==> src/rtl/usb_pkg.sv <==
// Shared PID codes, transaction states and packet header for the USB host engine.
package usb_pkg;

  localparam logic [3:0] PID_OUT   = 4'b0001;
  localparam logic [3:0] PID_IN    = 4'b1001;
  localparam logic [3:0] PID_DATA0 = 4'b0011;
  localparam logic [3:0] PID_DATA1 = 4'b1011;
  localparam logic [3:0] PID_ACK   = 4'b0010;
  localparam logic [3:0] PID_NAK   = 4'b1010;

  typedef enum logic [2:0] {
    S_IDLE, S_TOKEN, S_DATA_OUT, S_WAIT_HS, S_WAIT_DATA, S_SEND_ACK, S_RETRY, S_DONE
  } txn_state_e;

  typedef struct packed {
    logic [3:0] pid;
    logic       is_data;
    logic [6:0] addr;
    logic [3:0] endp;
  } pkt_hdr_t;

  function automatic logic is_data_pid(input logic [3:0] pid);
    return (pid == PID_DATA0) || (pid == PID_DATA1);
  endfunction

endpackage

==> src/rtl/usb_retry_timer.sv <==
// Response timeout timer and retry counter for the transaction engine.
module usb_retry_timer #(
  parameter int TIMEOUT_CYC = 255,
  parameter int MAX_RETRY   = 8
) (
  input  logic clk,
  input  logic rst,
  input  logic clr_timer,
  input  logic run,
  input  logic inc_retry,
  input  logic clr_retry,
  output logic timeout,
  output logic retry_exhausted
);
  localparam int TW = $clog2(TIMEOUT_CYC);
  localparam int RW = $clog2(MAX_RETRY + 1);
  localparam logic [TW-1:0] T_LAST = TW'(TIMEOUT_CYC - 1);
  localparam logic [RW-1:0] R_MAX  = RW'(MAX_RETRY);

  logic [TW-1:0] tmr;
  logic [RW-1:0] retry;

  always_ff @(posedge clk) begin
    if (rst) begin
      tmr   <= '0;
      retry <= '0;
    end else begin
      if (clr_timer)      tmr <= '0;
      else if (run)       tmr <= tmr + TW'(1);
      if (clr_retry)      retry <= '0;
      else if (inc_retry) retry <= retry + RW'(1);
    end
  end

  // Only a counting cycle can expire, so rx_busy also holds off the timeout itself.
  assign timeout         = run && (tmr == T_LAST);
  assign retry_exhausted = (retry == R_MAX);

endmodule

==> src/rtl/usb_txn_engine.sv <==
// Host-side USB transaction engine: token -> data -> handshake with per-endpoint
// DATA0/DATA1 toggle tracking, response timeout and bounded retries.
module usb_txn_engine import usb_pkg::*; #(
  parameter int DATA_W      = 64,
  parameter int TIMEOUT_CYC = 255,
  parameter int MAX_RETRY   = 8,
  parameter int NUM_ENDP    = 16
) (
  input  logic              clk,
  input  logic              rst,
  input  logic              req_valid,
  output logic              req_ready,
  input  logic              req_is_in,
  input  logic [6:0]        req_addr,
  input  logic [3:0]        req_endp,
  input  logic [DATA_W-1:0] req_data,
  output logic              done_valid,
  output logic              done_cancel,
  output logic [DATA_W-1:0] done_data,
  output logic              tx_valid,
  input  logic              tx_ready,
  output logic [3:0]        tx_pid,
  output logic              tx_is_data,
  output logic [6:0]        tx_addr,
  output logic [3:0]        tx_endp,
  output logic [DATA_W-1:0] tx_data,
  input  logic              rx_busy,
  input  logic              rx_valid,
  input  logic [3:0]        rx_pid,
  input  logic              rx_crc_err,
  input  logic [DATA_W-1:0] rx_data
);

  txn_state_e          state;
  pkt_hdr_t            hdr;
  logic                is_in, dup;
  logic [NUM_ENDP-1:0] toggle, endp_mask;
  logic                tog_cur, waiting, rx_ok, timeout, retry_exhausted;

  // Out-of-range endpoints get an all-zero mask: toggle reads as DATA0 and never flips.
  assign endp_mask = NUM_ENDP'(1) << hdr.endp;
  assign tog_cur   = |(toggle & endp_mask);
  assign waiting   = (state == S_WAIT_HS) || (state == S_WAIT_DATA);
  assign rx_ok     = rx_valid && !rx_crc_err;

  assign tx_pid     = hdr.pid;
  assign tx_is_data = hdr.is_data;
  assign tx_addr    = hdr.addr;
  assign tx_endp    = hdr.endp;

  usb_retry_timer #(.TIMEOUT_CYC(TIMEOUT_CYC), .MAX_RETRY(MAX_RETRY)) u_timer (
    .clk             (clk),
    .rst             (rst),
    .clr_timer       (state == S_TOKEN),
    .run             (waiting && !rx_busy),
    .inc_retry       ((state == S_RETRY) && !retry_exhausted),
    .clr_retry       (state == S_IDLE),
    .timeout         (timeout),
    .retry_exhausted (retry_exhausted)
  );

  // Outputs are registered, so the cancel pulse is armed on the way into RETRY.
  always_ff @(posedge clk) begin
    if (rst) begin
      state       <= S_IDLE;
      req_ready   <= 1'b1;
      hdr         <= '0;
      tx_valid    <= 1'b0;
      tx_data     <= '0;
      done_valid  <= 1'b0;
      done_cancel <= 1'b0;
      done_data   <= '0;
      toggle      <= '0;
      is_in       <= 1'b0;
      dup         <= 1'b0;
    end else begin
      done_valid  <= 1'b0;
      done_cancel <= 1'b0;
      unique case (state)
        S_IDLE: if (req_valid) begin
          state     <= S_TOKEN;
          req_ready <= 1'b0;
          is_in     <= req_is_in;
          tx_valid  <= 1'b1;
          hdr       <= '{pid: req_is_in ? PID_IN : PID_OUT, is_data: 1'b0,
                         addr: req_addr, endp: req_endp};
          tx_data   <= req_data;
        end
        S_TOKEN: if (tx_ready) begin
          if (is_in) begin
            state    <= S_WAIT_DATA;
            tx_valid <= 1'b0;
          end else begin
            state       <= S_DATA_OUT;
            hdr.pid     <= tog_cur ? PID_DATA1 : PID_DATA0;
            hdr.is_data <= 1'b1;
          end
        end
        S_DATA_OUT: if (tx_ready) begin
          state    <= S_WAIT_HS;
          tx_valid <= 1'b0;
        end
        S_WAIT_HS: if (rx_ok && rx_pid == PID_ACK) begin
          toggle     <= toggle ^ endp_mask;
          state      <= S_DONE;
          done_valid <= 1'b1;
        end else if (rx_valid || timeout) begin
          state       <= S_RETRY;
          done_valid  <= retry_exhausted;
          done_cancel <= retry_exhausted;
        end
        S_WAIT_DATA: if (rx_ok && is_data_pid(rx_pid)) begin
          // A wrong-toggle packet is a replay of data we already took: ACK it, keep nothing.
          dup <= (rx_pid[3] != tog_cur);
          if (rx_pid[3] == tog_cur) begin
            done_data <= rx_data;
            toggle    <= toggle ^ endp_mask;
          end
          state       <= S_SEND_ACK;
          tx_valid    <= 1'b1;
          hdr.pid     <= PID_ACK;
          hdr.is_data <= 1'b0;
        end else if (rx_valid || timeout) begin
          state       <= S_RETRY;
          done_valid  <= retry_exhausted;
          done_cancel <= retry_exhausted;
        end
        S_SEND_ACK: if (tx_ready) begin
          tx_valid <= 1'b0;
          if (dup) begin
            state       <= S_RETRY;
            done_valid  <= retry_exhausted;
            done_cancel <= retry_exhausted;
          end else begin
            state      <= S_DONE;
            done_valid <= 1'b1;
          end
        end
        S_RETRY: if (retry_exhausted) begin
          state     <= S_IDLE;
          req_ready <= 1'b1;
        end else begin
          state       <= S_TOKEN;
          tx_valid    <= 1'b1;
          hdr.pid     <= is_in ? PID_IN : PID_OUT;
          hdr.is_data <= 1'b0;
        end
        S_DONE: begin
          state     <= S_IDLE;
          req_ready <= 1'b1;
        end
      endcase
    end
  end

endmodule

==> config.mk <==
export PLATFORM = sky130hd
export DESIGN_NAME = usb_txn_engine
export DESIGN_NICKNAME = d
export VERILOG_FILES = /design/src/rtl/usb_pkg.sv /design/src/rtl/usb_retry_timer.sv /design/src/rtl/usb_txn_engine.sv
export SDC_FILE = /design/constraint.sdc
export NUM_CORES = 1
export LEC_CHECK = 0
export CAP_MARGIN = 20
export CORE_MARGIN = 5
export CORE_UTILIZATION = 47
export DETAILED_ROUTE_END_ITERATION = 8
export GPL_TIMING_DRIVEN = 0
export PLACE_DENSITY = 0.85
export SLEW_MARGIN = 0
export SYNTH_ARGS = -nofsm -noshare
export SYNTH_HDL_FRONTEND = slang
export SYNTH_SLANG_ARGS = --single-unit
==> constraint.sdc <==
create_clock -name clk -period 6.15 [get_ports clk]
set_input_delay 1.5375 -clock clk [delete_from_list [all_inputs] [get_ports clk]]
set_output_delay 1.5375 -clock clk [all_outputs]
set_load 0.01 [all_outputs]
==> Word-level counts from Yosys, hierarchy flattened <==
Cells that the tools add are included.
{ "classes": {"reduce_logical": 29, "muxes": 44, "n_bitwise": 2, "n_shift": 1, "add_sub_neg": 2, "n_eq_ne": 26} }
{ "ops": {"columns": ["operator", "count"], "rows": [
  ["16-bit 2-to-1 mux", 4],
  ["16-bit one-hot mux with 2 select lines", 1],
  ["3-bit 2-to-1 mux", 8],
  ["3-bit one-hot mux with 8 select lines", 1],
  ["5-bit 2-to-1 mux", 4],
  ["5-bit one-hot mux with 4 select lines", 1],
  ["1-bit 2-to-1 mux", 18],
  ["16-bit bitwise AND", 1],
  ["2-bit != test, second input constant", 8],
  ["16-bit OR reduction", 1],
  ["1-bit by 4-bit left shift with 16-bit output, first input constant", 1],
  ["16-bit bitwise XOR", 1],
  ["3-bit == test, second input constant", 4],
  ["4-bit 2-to-1 mux", 3],
  ["1-bit one-hot mux with 3 select lines", 3],
  ["8-bit by 1-bit adder with 8-bit output, second input constant", 1],
  ["4-bit by 2-bit == test with 1-bit output, second input constant", 2],
  ["4-bit == test, second input constant", 2],
  ["8-bit == test, second input constant", 1],
  ["2-bit by 1-bit != test with 1-bit output, second input constant", 4],
  ["4-bit AND reduction", 2],
  ["7-bit AND reduction", 1],
  ["3-bit by 2-bit == test with 1-bit output, second input constant", 2],
  ["1-bit logical AND", 6],
  ["other kinds (16)", 24]
]} }
{ "totals": {"wordCells": 120, "out_inout_bits": 148, "in_bits": 151, "ff_bits": 181} }

==> Logic depth before layout (Yosys ltp) <==
{ "depth": {"word_depth": 8, "ltp_mapped": 10, "depth_no_buf": 8} }

==> By module <==
From an unflattened synthesis, not the netlist that was laid out.
{ "hier_totals": {"cells_unflattened": 895, "hier_area_um2": 7855.0} }
{ "by_module_without_submodules": {"columns": ["module", "seq_area_each_um2", "cells_each", "n_inst", "area_per_inst_um2"], "rows": [
  ["usb_txn_engine", 3363.2, 833, 1, 7299.5],
  ["usb_retry_timer", 240.2, 62, 1, 555.5]
]} }

==> Worst setup path after synthesis <==
Ideal clock, no wire load.
{ "synth_path": {"kind": "input port to flip-flop", "start": "in rx_pid[2]", "end": "reg done_data[40]", "setup_time_ns": 0.070, "n_path_buf": 2, "arrival_ns": 2.919, "slack_ns": 3.161, "path_stages": 7, "required_time_ns": 6.080, "path_cell_list": "nand4bb_1 -> nor2_2 -> nand2_2 -> buf_2 -> clkbuf_1 -> or3b_1 -> a21oi_1"} }
{ "synth_via": {"elab_chain_len": 4, "elab_cells_between_ends": 5, "classes_between": "2 x eq/ne; 3 x reduce/logical"} }
{ "synth_rtl": {"columns": ["item", "line", "source"], "rows": [
  ["start, declared", "usb_txn_engine.sv:29", "input logic [3:0] rx_pid,"],
  ["4-bit by 2-bit == test with 1-bit output or 4-bit == test (tied branches)", "usb_pkg.sv:23", "return (pid == PID_DATA0) || (pid == PID_DATA1);"],
  ["1-bit logical OR *", "usb_pkg.sv:23", null],
  ["1-bit logical AND *", "usb_txn_engine.sv:112", "S_WAIT_DATA: if (rx_ok && is_data_pid(rx_pid)) begin"],
  ["3-bit AND reduction (no source line) *", null, null],
  ["end signal, assigned", "usb_txn_engine.sv:116", "done_data <= rx_data;"],
  ["end, declared", "usb_txn_engine.sv:19", "output logic [DATA_W-1:0] done_data,"]
]} }
Mark *: on every way between the ends. The rest lies on a longest branch, timed or not.
A chain may end at the register's enable or synchronous reset.

==> Worst setup path in the final report <==
{ "layout_path": {"start": "in rx_valid", "end": "reg done_data[40]"} }
{ "layout_via": {"elab_chain_len": 3} }
{ "layout_rtl": {"columns": ["item", "line", "source"], "rows": [
  ["start, declared", "usb_txn_engine.sv:28", "input logic rx_valid,"],
  ["1-bit logical AND", "usb_txn_engine.sv:44", "assign rx_ok = rx_valid && !rx_crc_err;"],
  ["1-bit logical AND", "usb_txn_engine.sv:112", null],
  ["3-bit AND reduction (no source line)", null, null]
]} }
No other way between the ends.

==> results.ini <==
[cts]
post_cts.repair.setup_buffers = 0
cts_tree = yes
clock_sinks = 180
cts_resized = 0
cts_buffer_depth = 2
clk_latency_ps = 420
hold_buffers = 0
root_buffer = clkbuf_16
h-tree-depth = 4
clk_pin_slew_worst_paths_ps = 70
cts_buffers = 17

[synth]
yosysSeqAreaShare_pct = 46.9
yosys.area_share.xor_xnor_pct = 1.14
synth_cell_type_count = 57
synthCells = 903
ys.flop_type = dfxtp_1
synthMuxAreaShare_pct = 2.35
synth-edff-count = 0
ys_seq_elements = 180
synth_top_area_share_pct = 46.9
async_reset_ff_share_pct = 0
synth_compound_area_share_pct = 17.5
yosysTopAreaCell = dfxtp_1
synth.area.top_cells = dfxtp_1 47%, a21oi_1 10%, nand2_1 8.0%
yosys_warnings = 0
netlist_area_um2 = 7680
synth_area_per_cell_um2 = 8.50
synth_fa_ha_area_share_pct = 3.26
synthSimpleGateAreaFrac_pct = 23.8
syn_nets = 1074
synth_top_family_by_area = simple AND/OR/NAND/NOR gates

[place]
hpwl_mm = 19.4
portBuffers = 297
gp_congestion = 0.896

[final_layout]
num-nets-final = 1390
final_cell_mix = 297 x clkdlybuf4s50_1, 180 x dfxtp_1, 163 x nand2_1, 153 x a21oi_1, 74 x o21ai_0
drive_gt1_share_pct = 4.55
antenna_cells = 0
layout_commonest_cell = clkdlybuf4s50_1
syn_to_final_growth_pct = 50.8
nFillCells = 1263

[pwr]
swShare_pct = 23.7
vdd_ir_drop_max_mv = 0.199
p_leak_uw = 0.00413
p_per_area_nw_per_um2 = 245
p_int_uw = 2160
sequentialPowerShare_pct = 43.6
power_switching_uw = 674
pwr-share-clk_pct = 42.5
power_frac_comb_pct = 13.9

[sta]
fin_hold_ws_ps = 454
timing.fmax_ghz = 0.291
rsz0062_at_grt = no
worstMarginPinSlew_ps = 690
hold_viol = 0
tns_ps = 0
finalCritPeriodShare_pct = 55.9
final.min_clock_period_ps = 3440
slew_viol_final = 0
finalSetupViolCount = 0
slew_headroom_pct = 54.0
fin_skew_ps = 6.65

[drt]
first_pass_iters = 4
top_layer_used = met4
wl_met1_mm = 9.53
routed-wl-met2_mm = 12.5
detail-route-antenna-nets = 0
vias = 7523
drtIter0Drc = 278
wl_per_cell_um = 17.4
vias_per_cell = 5.20
wl_met3_mm = 2.48
drcViolationCount = 0
wl_mm = 25.1

[floorplan]
initial_core_util_pct = 48.2
die_h_um = 138
rows = 46
die_area_um2 = 19000
ioPinCount = 299
die_w_um = 138
core_area_um2 = 15900

[worst_setup_path]
crit_path_top_delay_cell = clkdlybuf4s50_1
arrival_ps = 3790
critical_path.max_stage_delay_ps = 520
cp.required_ps = 6500
rrSetupSlack_ps = 2940
setup.worst_path.start_class = input port
path_max_fanout = 10
path_cells = clkdlybuf4s50_1 -> nand4bb_1 -> nor2_2 -> nand2_2 -> buf_2 -> clkbuf_1 -> or3b_1 -> a21oi_1
crit_type = in2reg
worstSetupEndpointType = register

[global_routing]
grt_use_total_pct = 25.8
grt_pass1_vias = 7505
grt_start_max_net_pins = 17
overflow = 0
antenna_found_initial = 0
grt_pass1_wl_mm = 38.5

[run]
max_cap_viol_count = 0

[min_path]
hp-class = reg2reg

[outcome]
outcome = finished clean

-- metal layers --
layer	up-vias	global-route usage [%]
met5	-	0
met1	3497	27.9
met4	0	7.85
met3	42	10.5
met2	251	46.1
li1	3733	-
-- synth_stat cells (all sizes together), types with 2 or more instances --
library cell and number:
nand3b 3, nand2 164, buf 17, o31ai 2, nand2b 39, o21ai 75
nor2 30, and2 2, and3b 2, nor4 5, nand3 5, clkbuf 55
and3 3, mux2i 18, xnor2 2, nor2b 2, dfxtp 180, a21oi 154
ha 20, nand4 5, xor2 8, inv 9, or2 3, or3b 65
a211oi 4, nor3 12
-- logic make-up (layout without fill, tap and decap cells) --
| family | count (synthesis) | in the layout |
|---|---|---|
| AOI/OAI and AO/OA | 250 | 250 |
| xor gates and xnor gates | 10 | 10 |
| other | 1 | 1 |
| buffers and inverters | 81 | 410 |
| and+or+nand+nor | 343 | 343 |
| adders and majority gates | 20 | 20 |
| muxes | 18 | 18 |
| DFF | 180 | 180 |
-- power groups by stage --
stage                     combinational [uW]  sequential, uW  clock (uW)
final                                    393            1240        1210
after global routing                     427            1240        1280
after CTS                                397            1240        1220
after detailed placement                 395            1260           0
after global placement                   388            1260           0
after floorplan                          143            1280           0
-- critical path, delay by kind of cell --
kind | cells | cell delay (ps)
compound gates | 1 | 130
simple gates | 4 | 1110
buf+inv | 3 | 980
-- cell type report --
| type | instances | area, um^2 | area share [%] |
|---|---|---|---|
| timing repair buffer | 297 | 2970 | 25.7 |
| multi-input combinational | 642 | 3700 | 31.9 |
| buffer | 72 | 347 | 2.99 |
| clock buffer | 19 | 453 | 3.91 |
| sequential | 180 | 3600 | 31.1 |
| clock inverter | 13 | 203 | 1.75 |
| inverter | 9 | 33.8 | 0.292 |
| tap | 216 | 270 | 2.33 |
-- through the flow --
stage	instance area (um^2)	cells	util, %	setup slack, ps	power, uW
after global routing	11600	1448	72.6	2470	2940
after global placement	10900	1416	68.5	2330	1650
after CTS	11600	1448	72.6	2710	2860
after floorplan	7680	903	-	3160	1420
after detailed placement	10900	1416	68.5	2300	1660
final	11600	1448	72.6	2710	2840
-- sequential cells by signal, indices dropped and copies added (netlist names) --
name and cells:
done_cancel 1, tx_data 64, tx_addr 7, tx_endp 4
u_timer.tmr 8, state 3, is_in 1, toggle 16
req_ready 1, done_valid 1, u_timer.retry 4, dup 1
tx_is_data 1, done_data 64, tx_pid 3, tx_valid 1
-- final timing paths --
| kind | from | end | cells after the start |
|---|---|---|---|
| worst max-delay path | rx_valid | done_data[40]$_SDFFE_PP0P_ | 8 |
| worst min-delay path | tx_data[7]$_SDFFE_PP0P_ | tx_data[7]$_SDFFE_PP0P_ | 2 |
| worst max register to register | tx_endp[0]$_SDFFE_PP0P_ | done_data[29]$_SDFFE_PP0P_ | 10 |
| worst min register to register | tx_data[7]$_SDFFE_PP0P_ | tx_data[7]$_SDFFE_PP0P_ | 2 |
Power figures use the tool's default switching activity.
